$ cat config.mk
export PLATFORM = sky130hd
export DESIGN_NAME = pulse_stretch_universal
export DESIGN_NICKNAME = d
export VERILOG_FILES = /design/src/rtl/pulse_stretch_universal_pkg.sv /design/src/rtl/pulse_stretch_universal_channel.sv /design/src/rtl/pulse_stretch_universal.sv
export SDC_FILE = /design/constraint.sdc
export NUM_CORES = 1
export LEC_CHECK = 0
export BUFFER_PORTS_ARGS = -buffer_cell sky130_fd_sc_hd__buf_4
export CAP_MARGIN = 20
export CORE_MARGIN = 2
export CORE_UTILIZATION = 40
export DETAILED_ROUTE_END_ITERATION = 8
export PLACE_DENSITY = 0.64
export SKIP_LAST_GASP = 1
export SLEW_MARGIN = 20
export SYNTH_ARGS = -nofsm -noshare
export SYNTH_HDL_FRONTEND = slang
export SYNTH_SLANG_ARGS = --single-unit
$ cat constraint.sdc
create_clock -name clk -period 2.35 [get_ports clk]
set_input_delay 0.1175 -clock clk [delete_from_list [all_inputs] [get_ports clk]]
set_output_delay 0.1175 -clock clk [all_outputs]
set_load 0.01 [all_outputs]
$ cat src/rtl/pulse_stretch_universal_pkg.sv
// Shared definitions for the pulse stretcher and related button/LED helpers.
// Holds the channel state encoding and counter sizing functions.
package pulse_stretch_universal_pkg;

    typedef enum logic {
        PS_IDLE   = 1'b0,
        PS_ACTIVE = 1'b1
    } ps_state_e;

    localparam int PS_MAX_HOLD = (1 << 24) - 1;

    // Width of a down-counter able to hold the value 'hold'.
    function automatic int ps_cnt_width(input int hold);
        int w;
        w = $clog2(hold + 1);
        return (w < 1) ? 1 : w;
    endfunction

    // Legal hold range for a stretcher channel.
    function automatic bit ps_hold_legal(input int hold);
        return (hold >= 1) && (hold <= PS_MAX_HOLD);
    endfunction

endpackage

$ cat src/rtl/pulse_stretch_universal_channel.sv
// One stretcher channel: IDLE/ACTIVE FSM with a hold down-counter.
// Outputs come straight from registers; done is a one-cycle pulse.
module pulse_stretch_channel
    import pulse_stretch_universal_pkg::*;
#(
    parameter int HOLD_CYCLES = 1000,
    parameter int RETRIGGER   = 1
) (
    input  logic clk,
    input  logic rst,
    input  logic trig,
    input  logic clr,
    output logic stretched,
    output logic done
);

    localparam int CW = ps_cnt_width(HOLD_CYCLES);
    localparam logic [CW-1:0] LOAD = CW'(HOLD_CYCLES);
    localparam logic [CW-1:0] TERM = CW'(1);
    localparam bit RETRIG_EN = (RETRIGGER != 0);

    ps_state_e     r_state;
    ps_state_e     w_state_nxt;
    logic [CW-1:0] r_cnt;
    logic [CW-1:0] w_cnt_nxt;
    logic          r_done;
    logic          w_done_nxt;
    logic          w_last;

    // The count equals the remaining high cycles including the current
    // one, so the last active cycle is the one holding 1. Using <= keeps
    // a stray zero from ever wrapping.
    assign w_last = (r_cnt <= TERM);

    // Next-state, counter and done-pulse logic; clr wins over trig.
    always_comb begin
        w_state_nxt = r_state;
        w_cnt_nxt   = r_cnt;
        w_done_nxt  = 1'b0;
        if (clr) begin
            w_state_nxt = PS_IDLE;
            w_cnt_nxt   = '0;
        end else begin
            unique case (r_state)
                PS_IDLE: begin
                    if (trig) begin
                        w_state_nxt = PS_ACTIVE;
                        w_cnt_nxt   = LOAD;
                    end
                end
                PS_ACTIVE: begin
                    if (trig && RETRIG_EN) begin
                        w_cnt_nxt = LOAD;
                    end else if (w_last) begin
                        w_state_nxt = PS_IDLE;
                        w_cnt_nxt   = '0;
                        w_done_nxt  = 1'b1;
                    end else begin
                        w_cnt_nxt = r_cnt - TERM;
                    end
                end
            endcase
        end
    end

    // State, counter and done registers with synchronous reset.
    always_ff @(posedge clk) begin
        if (rst) begin
            r_state <= PS_IDLE;
            r_cnt   <= '0;
            r_done  <= 1'b0;
        end else begin
            r_state <= w_state_nxt;
            r_cnt   <= w_cnt_nxt;
            r_done  <= w_done_nxt;
        end
    end

    assign stretched = (r_state == PS_ACTIVE);
    assign done      = r_done;

endmodule

$ cat src/rtl/pulse_stretch_universal.sv
// Multi-channel pulse stretcher: WIDTH independent channels.
// The top only replicates channels and forms the busy reduction.
module pulse_stretch_universal
    import pulse_stretch_universal_pkg::*;
#(
    parameter int WIDTH       = 1,
    parameter int HOLD_CYCLES = 1000,
    parameter int RETRIGGER   = 1
) (
    input  logic             clk,
    input  logic             rst,
    input  logic [WIDTH-1:0] trig,
    input  logic             clr,
    output logic [WIDTH-1:0] stretched,
    output logic [WIDTH-1:0] done,
    output logic             busy
);

    genvar gi;
    generate
        for (gi = 0; gi < WIDTH; gi++) begin : g_ch
            pulse_stretch_channel #(
                .HOLD_CYCLES (HOLD_CYCLES),
                .RETRIGGER   (RETRIGGER)
            ) u_ch (
                .clk       (clk),
                .rst       (rst),
                .trig      (trig[gi]),
                .clr       (clr),
                .stretched (stretched[gi]),
                .done      (done[gi])
            );
        end
    endgenerate

    assign busy = |stretched;

endmodule
==> impl_metrics.csv <==
group,metric,value,unit
clocking,postCtsHoldBufs,0,
clocking,post-cts-setup-buffers,0,
timing,setup_viol,0,
synthesis,synth.net_count,80,
timing,rsz0062_at_grt,"no",
routing,ant_nets,0,
clocking,clkLatencyLatePin,270,ps
clocking,cts-resized-gates,0,
place,dp_slack,707.8,ps
routing,viasPerCell,5.643,
synthesis,synth-seq-cells,12,
timing,hold_viol_final,0,
clocking,clockBufferDepth,2,
pwr,internal-power,0.0003326,W
grt,grt.total_usage,16.74,%
pwr,p_clk_share,36.2,%
pwr,power_density,634.6,nW/um^2
floorplan,die_y,43.23,um
setup_path,rrSetupSlack,650,ps
place,gp_congestion,0.8832,
synthesis,syn_avg_cell_area,8.319,um^2
setup_path,critical_path_arrival,1910,ps
pwr,p_comb_share,14.3,%
setup_path,critical_path_required,2570,ps
grt,grt_pass1_wl,2339,um
floorplan,die_area,1869,um^2
pwr,p_leak,0.2601,nW
synthesis,ys_warn_count,0,
status,status,"complete, no violations",
setup_path,crit_fanout,8,
synthesis,synth_area,615.6,um^2
routing,wirelength,1278,um
synthesis,synth_edf_count,0,
place,dpl_cell_area,669.4,um^2
routing,drtIter0Drc,19,
cells_and_area,drive_gt1_share,17.07,%
setup_path,path_class,"flop to flop",
floorplan,core_area,1471,um^2
timing,setup_slack,654.1,ps
pwr,seq_power_share,49.6,%
flow_run,maxCapViolations,0,
cells_and_area,nFillCells,157,
timing,drv_slew,0,
synthesis,seq_area_frac_synth,39.02,%
routing,first_pass_iters,4,
clocking,htree_levels,1,
setup_path,worstSetupStartpointType,"flop",
floorplan,start_util,41.84,%
cells_and_area,nets,89,
pwr,p_switching,0.0001152,W
floorplan,die_w,43.23,um
pwr,ir_drop,297.4,uV
place,hpwl,947.5,um
routing,drc,0,
timing,relSlewSlack,67.07,%
clocking,clockRootBuffer,"clkbuf_4",
routing,num_vias,553,
grt,grt_pass1_vias,556,
cells_and_area,area_growth,14.63,%
clocking,clk_pin_slew,70,ps
place,port-buffer-count,6,
synthesis,yosys_most_used_dff,"dfxtp_1",
timing,clock.fmax,0.5897,GHz
routing,post_drt_wl_per_cell,13.04,um
timing,finClkSkew,5.054,ps
pwr,swShare,25.73,%
setup_path,crit_path_end_kind,"flop",
synthesis,synth.distinct_cells,26,
clocking,cts_tree,"yes",
min_path,worstHoldPathType,"input port to flop",
timing,fin_tns_setup,0,ps
grt,antenna_found_initial,0,
floorplan,placementRows,14,
clocking,clkSinkCount,12,
synthesis,synth-async-reset-ratio,0,%
timing,worst_pin_slew,493.4,ps
floorplan,io_pins,7,
synthesis,syn_inst,74,
timing,finalCritPeriodShare,72.17,%
grt,grt_max_degree,9,
clocking,cts_buffers,3,
cells_and_area,n_antenna_cell,0,
timing,fin_crit,1696,ps
grt,grt_overflow,0,
cells_and_area,postLayoutCellArea,705.7,um^2
==> kinds of logic after synthesis <==
logic type	synth area share [%]
AO/OA/AOI/OAI	21.14
adder cells (fa/ha/maj)	4.064
buffers and inverters	4.267
AND/OR/NAND/NOR	28.25
flip-flops	39.02
multiplexers	3.252
==> layer usage <==
layer,vias up,share of wire (%),track usage [%]
met4,0,1.1,5.455
met5,-,0,0
met1,235,45,21.39
li1,288,-,-
met3,2,8.8,6.383
met2,28,45,25.67
==> synthesized netlist by cell type (2+ instances only) <==
cell	instances	share of area, %
mux2i_1	2	3.3
nand2_1	6	3.7
nor2_1	8	4.9
a21oi_1	8	6.5
nand3_1	4	3.3
dfxtp_1	12	39
o21ai_0	2	1.6
ha_1	2	4.1
nor3_1	6	4.9
a31oi_1	2	2.0
o31ai_1	3	3.7
o22ai_1	2	2.0
inv_1	4	2.4
==> stage by stage <==
stage,instances,hold slack [ps],utilization [%],power (W)
floorplan,74,278.7,-,0.0002724
global placement,94,407.9,45.49,0.0002907
detailed placement,94,405.2,45.49,0.0002898
CTS,98,115.6,47.96,0.0004546
global route,98,126.0,47.96,0.0004752
finish,98,119.5,47.96,0.0004478
==> power by group through the flow <==
stage / logic [W] / clock network, W / registers (W)
3_3_place_gp: 0.0000639 / 0 / 0.000227
4_1_cts: 0.0000633 / 0.000169 / 0.000222
2_1_floorplan: 0.0000477 / 0 / 0.000225
3_5_place_dp: 0.0000631 / 0 / 0.000227
5_1_grt: 0.0000716 / 0.000180 / 0.000223
6_report: 0.0000639 / 0.000162 / 0.000222
==> state kept, by name (all words and copies together) (netlist names) <==
signal	flops
g_ch.u_ch.r_cnt	10
g_ch.u_ch.done	1
g_ch.u_ch.stretched	1
==> cell usage in the layout, fill, tap and decap left out, types with 3 or more instances in the layout <==
| cell type | n |
|---|---|
| nand3_1 | 4 |
| buf_4 | 6 |
| nor2_1 | 8 |
| inv_1 | 4 |
| clkbuf_4 | 3 |
| dfxtp_1 | 12 |
| nor3_1 | 6 |
| o31ai_1 | 3 |
| a21oi_1 | 8 |
| nand2_1 | 6 |
==> worst max-delay path, cell delays in order (launching register included) <==
cell,delay [ps]
dfxtp_1,460
or3b_1,470
nor4b_1,400
a31o_2,210
o21a_1,110
==> final timing paths <==
kind,start,end,depth (start not counted)
setup / recovery,g_ch[0].u_ch.stretched,g_ch[0].u_ch.r_cnt[9],4
hold reg to reg,g_ch[0].u_ch.r_cnt[1],g_ch[0].u_ch.r_cnt[1],2
setup reg to reg,g_ch[0].u_ch.stretched,g_ch[0].u_ch.r_cnt[9],4
hold / removal,clr,g_ch[0].u_ch.r_cnt[9],3
==> layout make-up <==
cell class	instances	area (um^2)	share of cell area (%)
Sequential cell	12	240.2	34.04
Tap cell	16	20.02	2.837
Inverter	4	15.01	2.128
Timing Repair Buffer	6	45.04	6.383
Clock buffer	4	36.28	5.142
Multi-Input combinational cell	56	349.1	49.47
Power figures use the tool's default switching activity.
